**config.mk**
```make
export PLATFORM = sky130hd
export DESIGN_NAME = button_falling_edge_toggle
export DESIGN_NICKNAME = d
export VERILOG_FILES = /design/src/rtl/button_falling_edge_toggle.sv
export SDC_FILE = /design/constraint.sdc
export NUM_CORES = 1
export LEC_CHECK = 0
export BUFFER_PORTS_ARGS = -buffer_cell sky130_fd_sc_hd__buf_2
export CAP_MARGIN = 30
export CELL_PAD_IN_SITES_DETAIL_PLACEMENT = 1
export CELL_PAD_IN_SITES_GLOBAL_PLACEMENT = 1
export CORE_AREA = 2 2 39 41
export CTS_BUF_LIST = sky130_fd_sc_hd__clkbuf_8
export DETAILED_ROUTE_END_ITERATION = 7
export DIE_AREA = 0 0 41 43
export PLACE_DENSITY_LB_ADDON = 0.1
export REMOVE_ABC_BUFFERS = 1
export SKIP_LAST_GASP = 1
export SYNTH_ARGS = -nofsm -noshare
export SYNTH_HDL_FRONTEND = slang
export SYNTH_SLANG_ARGS = --single-unit
```
**constraint.sdc**
```tcl
create_clock -name clock -period 1.1 [get_ports clock]
set_input_delay 0.33 -clock clock [delete_from_list [all_inputs] [get_ports clock]]
set_output_delay 0.33 -clock clock [all_outputs]
set_load 0.005 [all_outputs]
```
**src/rtl/button_falling_edge_toggle.sv**
```systemverilog
// Toggles a registered LED once per falling edge of an active-low, asynchronous
// push button: synchronizer, optional debounce, edge detect, toggle register.
module button_falling_edge_toggle #(
    parameter int SYNC_STAGES     = 2,
    parameter int DEBOUNCE_CYCLES = 0
) (
    input  logic clock,
    input  logic reset,
    input  logic button_n,
    output logic led
);

    logic [SYNC_STAGES-1:0] sync_q;
    logic                   sync;
    logic                   deb_level;
    logic                   prev_q;
    logic                   press;

    // Stages reset to 1 so a released button never looks like a press after reset.
    always_ff @(posedge clock) begin
        if (reset) begin
            sync_q <= '1;
        end else begin
            sync_q <= {sync_q[SYNC_STAGES-2:0], button_n};
        end
    end

    assign sync = sync_q[SYNC_STAGES-1];

    generate
        if (DEBOUNCE_CYCLES > 0) begin : g_debounce
            localparam int CW = $clog2(DEBOUNCE_CYCLES + 1);
            localparam logic [CW-1:0] LAST = CW'(DEBOUNCE_CYCLES - 1);

            logic [CW-1:0] cnt_q;
            logic          level_q;

            // A new level is accepted only after it has differed for DEBOUNCE_CYCLES edges.
            always_ff @(posedge clock) begin
                if (reset) begin
                    cnt_q   <= '0;
                    level_q <= 1'b1;
                end else if (sync != level_q) begin
                    if (cnt_q == LAST) begin
                        level_q <= sync;
                        cnt_q   <= '0;
                    end else begin
                        cnt_q <= cnt_q + 1'b1;
                    end
                end else begin
                    cnt_q <= '0;
                end
            end

            assign deb_level = level_q;
        end else begin : g_no_debounce
            assign deb_level = sync;
        end
    endgenerate

    assign press = prev_q & ~deb_level;

    always_ff @(posedge clock) begin
        if (reset) begin
            prev_q <= 1'b1;
            led    <= 1'b0;
        end else begin
            prev_q <= deb_level;
            if (press) begin
                led <= ~led;
            end
        end
    end

endmodule

```
==> report_table.html, run 1 <==
<table>
<tr><th>Metric</th><th>Value</th></tr>
<tr><th colspan="2">Outcome</th></tr>
<tr><td>Result of the run</td><td>finished clean</td></tr>
<tr><th colspan="2">Global route</th></tr>
<tr><td>Number of global-route vias before repair</td><td>114</td></tr>
<tr><td>Total GRT Usage</td><td>4.31%</td></tr>
<tr><td>First-pass GRT wire length</td><td>~400 um</td></tr>
<tr><td>Overflow left after global routing</td><td>0</td></tr>
<tr><td>Maximum number of pins on one net before global-route repair</td><td>6</td></tr>
<tr><td>Number of antenna violations at the first check in global routing</td><td>0</td></tr>
<tr><th colspan="2">Final layout</th></tr>
<tr><td>Proportion of layout cells with a drive suffix above 1</td><td>47.1%</td></tr>
<tr><td>Area Overhead vs Synth</td><td>55.5%</td></tr>
<tr><td>Multi-input logic area</td><td>~58 um^2</td></tr>
<tr><td>Area used by sequential logic in the layout</td><td>80.1 um^2</td></tr>
<tr><td>ANT cells</td><td>0</td></tr>
<tr><td>Filler cell count in the final layout</td><td>158</td></tr>
<tr><td>Area of all placed cells without fillers</td><td>214 um^2</td></tr>
<tr><td>Final Net Count</td><td>22</td></tr>
<tr><th colspan="2">Drt</th></tr>
<tr><td>Final ANT Viol Nets</td><td>0</td></tr>
<tr><td>WL per Instance</td><td>around 7 um</td></tr>
<tr><td>Initial DRC Count</td><td>0</td></tr>
<tr><td>Total routed wirelength</td><td>230 um</td></tr>
<tr><td>Remaining routing DRC violations</td><td>0</td></tr>
<tr><td>Number of iterations in the first detailed-routing pass</td><td>1</td></tr>
<tr><td>Via density per instance</td><td>around 3.0</td></tr>
<tr><td>Vias</td><td>98</td></tr>
<tr><th colspan="2">Die</th></tr>
<tr><td>Total Die Area</td><td>1760 um^2</td></tr>
<tr><td># IOs</td><td>4</td></tr>
<tr><td>Core Region</td><td>1380 um^2</td></tr>
<tr><td>Height of the die</td><td>about 43 um</td></tr>
<tr><td>Number of rows in the core area</td><td>14</td></tr>
<tr><td>Floorplan die width</td><td>41 um</td></tr>
<tr><td>Initial core utilization</td><td>9.95%</td></tr>
<tr><th colspan="2">Worst setup path</th></tr>
<tr><td>Element type at the critical path end</td><td>output port</td></tr>
<tr><td>Total buffers and inverters traversed by the critical path</td><td>1</td></tr>
<tr><td>Critical path's largest stage delay</td><td>0.33 ns</td></tr>
<tr><td>Data arrival time of the critical path</td><td>roughly 0.66 ns</td></tr>
<tr><td>Category of the critical setup timing path</td><td>reg2out</td></tr>
<tr><td>Worst EP required</td><td>between 0.7 and 0.8 ns</td></tr>
<tr><td>Startpoint type of the worst setup path</td><td>flop</td></tr>
<tr><td>Kind of cell adding the most delay to the critical path</td><td>flip-flops</td></tr>
<tr><td>Crit path max fanout</td><td>3</td></tr>
<tr><td>Slowest cell on the critical path</td><td>dfxtp_1</td></tr>
<tr><td>Cells along the critical path</td><td>buf_2</td></tr>
<tr><th colspan="2">Clock network</th></tr>
<tr><td>Number of buffers created by CTS</td><td>3</td></tr>
<tr><td>Clock transition at the register clock pins on the worst setup and hold paths after CTS</td><td>0.03 ns</td></tr>
<tr><td>Clock latency at the later pin of the worst-skew pair</td><td>roughly 0.21 ns</td></tr>
<tr><td>H-tree levels</td><td>1</td></tr>
<tr><td>Root Buffer Master</td><td>clkbuf_8</td></tr>
<tr><td>CTS Sinks</td><td>4</td></tr>
<tr><td>Number of setup buffers added after CTS</td><td>0</td></tr>
<tr><td>TritonCTS clock tree</td><td>done</td></tr>
<tr><td>Deepest clock path buffer count</td><td>2</td></tr>
<tr><td>Post-CTS sizing</td><td>0</td></tr>
<tr><td>CTS hold repair buffers</td><td>0</td></tr>
<tr><th colspan="2">Power</th></tr>
<tr><td>Reported leakage power</td><td>0.0941 nW</td></tr>
<tr><td>P per Cell Area</td><td>2220 nW/um^2</td></tr>
<tr><td>Maximum VDD drop</td><td>approximately 0.9 mV</td></tr>
<tr><td>Final total power</td><td>0.474 mW</td></tr>
<tr><th colspan="2">Timing</th></tr>
<tr><td>Setup violations, final</td><td>0</td></tr>
<tr><td>Slew margin rel.</td><td>91.3%</td></tr>
<tr><td>Maximum frequency from static timing analysis</td><td>1010 MHz</td></tr>
<tr><td>Skew final</td><td>0.000372 ns</td></tr>
<tr><td>Final Cycle Share</td><td>90.2%</td></tr>
<tr><td>Setup ws final</td><td>between 0.1 and 0.15 ns</td></tr>
<tr><td>Final count of pins violating max slew</td><td>0</td></tr>
<tr><td>TNS Setup</td><td>0 ns</td></tr>
<tr><td>Hold violation total from the final report</td><td>0</td></tr>
<tr><td>Final worst hold slack</td><td>0.301 ns</td></tr>
<tr><td>Worst Max-Slew Pin Slew</td><td>about 0.13 ns</td></tr>
<tr><td>Setup repair after global routing missed its margin</td><td>false</td></tr>
<tr><td>Shortest clock period the worst path allows after layout</td><td>0.993 ns</td></tr>
<tr><th colspan="2">Placement</th></tr>
<tr><td>Number of buffers inserted by port buffering</td><td>3</td></tr>
<tr><td>Post-placement worst setup slack</td><td>0.215 ns</td></tr>
<tr><td>Global placement routability congestion</td><td>0.549</td></tr>
<tr><td>Cell area after placement</td><td>between 150 and 200 um^2</td></tr>
<tr><th colspan="2">Yosys</th></tr>
<tr><td>Count of flip-flops with a built-in enable after synthesis</td><td>0</td></tr>
<tr><td>Syn Inst Count</td><td>11</td></tr>
<tr><td>Distinct cells, synth</td><td>6</td></tr>
<tr><td>Top area cells in the synthesized netlist</td><td>dfxtp_1, or2_1, mux2_4</td></tr>
<tr><td>Most repeated cell in the gate-level netlist after synthesis</td><td>dfxtp_1</td></tr>
<tr><td>Post-synth top area cell</td><td>dfxtp_1</td></tr>
<tr><td>Most used flip-flop cell after synthesis</td><td>dfxtp_1</td></tr>
<tr><td>Synth Area per Inst</td><td>12.5 um^2</td></tr>
<tr><td>Synth cell count leaders</td><td>dfxtp_1, or2_1</td></tr>
<tr><td>Register bit total from synthesis</td><td>4</td></tr>
<tr><td>Synth top area share</td><td>58.2%</td></tr>
<tr><td>Mapped Area</td><td>138 um^2</td></tr>
<tr><td>Proportion of synthesized chip area in sequential cells</td><td>around three fifths</td></tr>
<tr><td>Fraction of synthesis flops using an asynchronous set or reset pin</td><td>0%</td></tr>
<tr><td>Warning count from the yosys run</td><td>0</td></tr>
<tr><th colspan="2">Min path</th></tr>
<tr><td>Worst hold path type</td><td>in2reg</td></tr>
<tr><th colspan="2">Run</th></tr>
<tr><td>Maximum Capacitance Violations</td><td>0</td></tr>
</table>
==> metrics by stage <==
stage	cells	utilization, %
after floorplan	11	-
after global placement	30	12.5
after detailed placement	30	12.5
after CTS	33	15.5
after global routing	33	15.5
final	33	15.5
==> power breakdown <==
group,leakage [nW],internal [mW],total [mW],switching (mW)
clock,0.0216,0.233,0.300,0.0673
combinational,0.0395,0.0120,0.0182,0.00623
sequential,0.0330,0.153,0.156,0.00332
==> layer usage <==
metal / GRT usage (%) / vias up / wire length (um)
met1: 3.53 / 45 / 103
met4: 6.00 / 0 / 7
met3: 4.71 / 2 / 22
met2: 4.38 / 4 / 97
li1: - / 47 / -
met5: 0 / - / 0
==> cell usage in the layout (no fill, tap or decap), drive strengths merged <==
master  n
mux2    1
nor2    1
clkbuf  3
or2     3
buf     3
dfxtp   4
nor2b   2
==> logic make-up after synthesis <==
family	share of synthesized area, %
muxes	10.9
DFF	58.2
and+or+nand+nor	30.9
==> state kept, by name, indices dropped and copies added, names as in the netlist <==
| register | cells |
|---|---|
| sync_q | 2 |
| led | 1 |
| prev_q | 1 |
==> layout make-up <==
class | instances | area share [%]
well taps | 16 | 9.36
clock buffers | 3 | 19.3
flip-flops and latches | 4 | 37.4
repair buffers | 3 | 7.02
multi-input cells | 7 | 26.9
==> worst paths after layout <==
| path | depth (start not counted) | startpoint | end | slack, ns |
|---|---|---|---|---|
| max reg2reg | 2 | sync_q[1] | led | 0.26 |
| min reg2reg | 1 | sync_q[0] | sync_q[1] | 0.40 |
| min | 2 | button_n | sync_q[0] | 0.30 |
| max | 1 | led | led | 0.11 |
Note: power is estimated with default switching activity, not from simulation.
==> run 2, diff against run 1 <==
--- a/config.mk
+++ b/config.mk
@@ -15,3 +15,3 @@
 export DIE_AREA = 0 0 41 43
-export PLACE_DENSITY_LB_ADDON = 0.1
+export PLACE_DENSITY = 0.36
 export REMOVE_ABC_BUFFERS = 1
--- a/constraint.sdc
+++ b/constraint.sdc
@@ -3,2 +3,2 @@
 set_output_delay 0.33 -clock clock [all_outputs]
-set_load 0.005 [all_outputs]
+set_load 0.02 [all_outputs]
==> report_table.html, run 2 (synthesized netlist as in run 1, its figures left out) <==
<table>
<tr><th>Metric</th><th>Value</th></tr>
<tr><th colspan="2">Outcome</th></tr>
<tr><td>Result of the run</td><td>finished clean</td></tr>
<tr><th colspan="2">Worst setup path</th></tr>
<tr><td>Cells along the critical path</td><td>buf_2</td></tr>
<tr><td>Data arrival time of the critical path</td><td>0.72 ns (+0.06 ns)</td></tr>
<tr><td>Startpoint type of the worst setup path</td><td>flop</td></tr>
<tr><td>Crit path max fanout</td><td>3 (unchanged)</td></tr>
<tr><td>Category of the critical setup timing path</td><td>reg2out</td></tr>
<tr><td>Kind of cell adding the most delay to the critical path</td><td>flip-flops</td></tr>
<tr><td>Total buffers and inverters traversed by the critical path</td><td>1 (unchanged)</td></tr>
<tr><td>Critical path's largest stage delay</td><td>0.33 ns (about the same)</td></tr>
<tr><td>Worst EP required</td><td>0.77 ns (about the same)</td></tr>
<tr><td>Slowest cell on the critical path</td><td>dfxtp_1</td></tr>
<tr><td>Element type at the critical path end</td><td>output port</td></tr>
<tr><th colspan="2">Timing</th></tr>
<tr><td>Final Cycle Share</td><td>95.0% (+4.8 points)</td></tr>
<tr><td>Setup violations, final</td><td>0 (unchanged)</td></tr>
<tr><td>Setup repair after global routing missed its margin</td><td>false</td></tr>
<tr><td>Hold violation total from the final report</td><td>0 (unchanged)</td></tr>
<tr><td>TNS Setup</td><td>0 ns (unchanged)</td></tr>
<tr><td>Slew margin rel.</td><td>92.3% (+0.94 points)</td></tr>
<tr><td>Final count of pins violating max slew</td><td>0 (unchanged)</td></tr>
<tr><td>Skew final</td><td>0.00410 ns (+0.00372 ns)</td></tr>
<tr><td>Shortest clock period the worst path allows after layout</td><td>1.05 ns (+0.0526 ns)</td></tr>
<tr><td>Worst Max-Slew Pin Slew</td><td>0.116 ns (-0.0141 ns)</td></tr>
<tr><td>Maximum frequency from static timing analysis</td><td>957 MHz (-5.0%)</td></tr>
<tr><td>Final worst hold slack</td><td>0.294 ns (-0.00712 ns)</td></tr>
<tr><td>Setup ws final</td><td>0.0549 ns (-0.0526 ns)</td></tr>
<tr><th colspan="2">Die</th></tr>
<tr><td>Floorplan die width</td><td>41 um (unchanged)</td></tr>
<tr><td># IOs</td><td>4 (unchanged)</td></tr>
<tr><td>Initial core utilization</td><td>9.95% (unchanged)</td></tr>
<tr><td>Height of the die</td><td>43 um (unchanged)</td></tr>
<tr><td>Total Die Area</td><td>1760 um^2 (unchanged)</td></tr>
<tr><td>Number of rows in the core area</td><td>14 (unchanged)</td></tr>
<tr><td>Core Region</td><td>1380 um^2 (unchanged)</td></tr>
<tr><th colspan="2">Run</th></tr>
<tr><td>Maximum Capacitance Violations</td><td>0 (unchanged)</td></tr>
<tr><th colspan="2">Clock network</th></tr>
<tr><td>CTS hold repair buffers</td><td>0 (unchanged)</td></tr>
<tr><td>Clock transition at the register clock pins on the worst setup and hold paths after CTS</td><td>0.03 ns (about the same)</td></tr>
<tr><td>Clock latency at the later pin of the worst-skew pair</td><td>0.22 ns (about the same)</td></tr>
<tr><td>H-tree levels</td><td>1 (unchanged)</td></tr>
<tr><td>Root Buffer Master</td><td>clkbuf_8</td></tr>
<tr><td>Deepest clock path buffer count</td><td>2 (unchanged)</td></tr>
<tr><td>CTS Sinks</td><td>4 (unchanged)</td></tr>
<tr><td>Number of buffers created by CTS</td><td>3 (unchanged)</td></tr>
<tr><td>TritonCTS clock tree</td><td>done</td></tr>
<tr><td>Number of setup buffers added after CTS</td><td>0 (unchanged)</td></tr>
<tr><td>Post-CTS sizing</td><td>0 (unchanged)</td></tr>
<tr><th colspan="2">Drt</th></tr>
<tr><td>Vias</td><td>93 (-5.1%)</td></tr>
<tr><td>Via density per instance</td><td>2.82 (-5.1%)</td></tr>
<tr><td>Final ANT Viol Nets</td><td>0 (unchanged)</td></tr>
<tr><td>Total routed wirelength</td><td>224 um (-2.6%)</td></tr>
<tr><td>Number of iterations in the first detailed-routing pass</td><td>2 (+1)</td></tr>
<tr><td>Initial DRC Count</td><td>2 (+2)</td></tr>
<tr><td>Remaining routing DRC violations</td><td>0 (unchanged)</td></tr>
<tr><td>WL per Instance</td><td>6.79 um (-2.6%)</td></tr>
<tr><th colspan="2">Final layout</th></tr>
<tr><td>Cell Count, Final, Fillers Out</td><td>33 (unchanged)</td></tr>
<tr><td>Registers with the most flip-flops</td><td>sync_q: 2 flops, led: 1 flops, prev_q: 1 flops</td></tr>
<tr><td>Area of all placed cells without fillers</td><td>214 um^2 (unchanged)</td></tr>
<tr><td>Number of flip-flops in the largest register</td><td>2 (unchanged)</td></tr>
<tr><td>Most common cell after layout, fill and taps aside</td><td>dfxtp_1</td></tr>
<tr><td>Area Overhead vs Synth</td><td>55.5% (unchanged)</td></tr>
<tr><td>Final Net Count</td><td>22 (unchanged)</td></tr>
<tr><td>Highest-count cells in the layout ignoring fill and taps</td><td>dfxtp_1, or2_1, clkbuf_8, buf_2</td></tr>
<tr><td>Layout Utilization</td><td>15.5% (unchanged)</td></tr>
<tr><td>ANT cells</td><td>0 (unchanged)</td></tr>
<tr><td>Proportion of layout cells with a drive suffix above 1</td><td>47.1% (unchanged)</td></tr>
<tr><td>Most flop-heavy register</td><td>sync_q</td></tr>
<tr><th colspan="2">Min path</th></tr>
<tr><td>Worst hold path type</td><td>in2reg</td></tr>
<tr><th colspan="2">Power</th></tr>
<tr><td>Reported leakage power</td><td>0.0941 nW (unchanged)</td></tr>
<tr><td>Maximum VDD drop</td><td>0.816 mV (-7.5%)</td></tr>
<tr><td>Final total power</td><td>0.481 mW (+1.5%)</td></tr>
<tr><td>P per Cell Area</td><td>2250 nW/um^2 (+1.5%)</td></tr>
<tr><th colspan="2">Placement</th></tr>
<tr><td>Number of buffers inserted by port buffering</td><td>3 (unchanged)</td></tr>
<tr><td>Post-placement worst setup slack</td><td>0.214 ns (-0.00170 ns)</td></tr>
<tr><td>Global placement routability congestion</td><td>0.519 (-5.5%)</td></tr>
<tr><td>Placed Cells incl. Taps</td><td>30 (unchanged)</td></tr>
<tr><td>Cell area after placement</td><td>173 um^2 (unchanged)</td></tr>
<tr><th colspan="2">Global route</th></tr>
<tr><td>Maximum number of pins on one net before global-route repair</td><td>6 (unchanged)</td></tr>
<tr><td>First-pass GRT wire length</td><td>407 um (+1.8%)</td></tr>
<tr><td>Number of global-route vias before repair</td><td>109 (-4.4%)</td></tr>
<tr><td>Number of antenna violations at the first check in global routing</td><td>0 (unchanged)</td></tr>
<tr><td>Overflow left after global routing</td><td>0 (unchanged)</td></tr>
<tr><td>Total GRT Usage</td><td>4.32% (+0.0043 points)</td></tr>
</table>
-- run 2: cell type report --
class	instances	area, um^2
multi-input cells	7	57.6
repair buffers	3	15.0
flip-flops and latches	4	80.1
well taps	16	20.0
clock buffers	3	41.3
fillers	165	1170
-- run 2: path summary, 6_finish.rpt --
| path | slack (ns) | start | end | cells past startpoint |
|---|---|---|---|---|
| worst min-delay path | 0.29 | button_n | sync_q[0] | 2 |
| worst min register to register | 0.40 | sync_q[0] | sync_q[1] | 1 |
| worst max-delay path | 0.05 | led | led | 1 |
| worst max register to register | 0.26 | prev_q | led | 2 |
-- run 2: routing by layer --
layer  wire [um]  GRT usage (%)  vias to the layer above
met1         103           3.54                       40
met5           0              0                        -
li1            -              -                       47
met4           0           4.00                        0
met3          35           6.28                        0
met2          86           4.38                        6
-- run 2: where the power goes --
group	switching [mW]	internal, mW	total, mW
sequential	0.00306	0.153	0.156
combinational	0.00872	0.0121	0.0208
clock	0.0716	0.233	0.304
total	0.0834	0.398	0.481
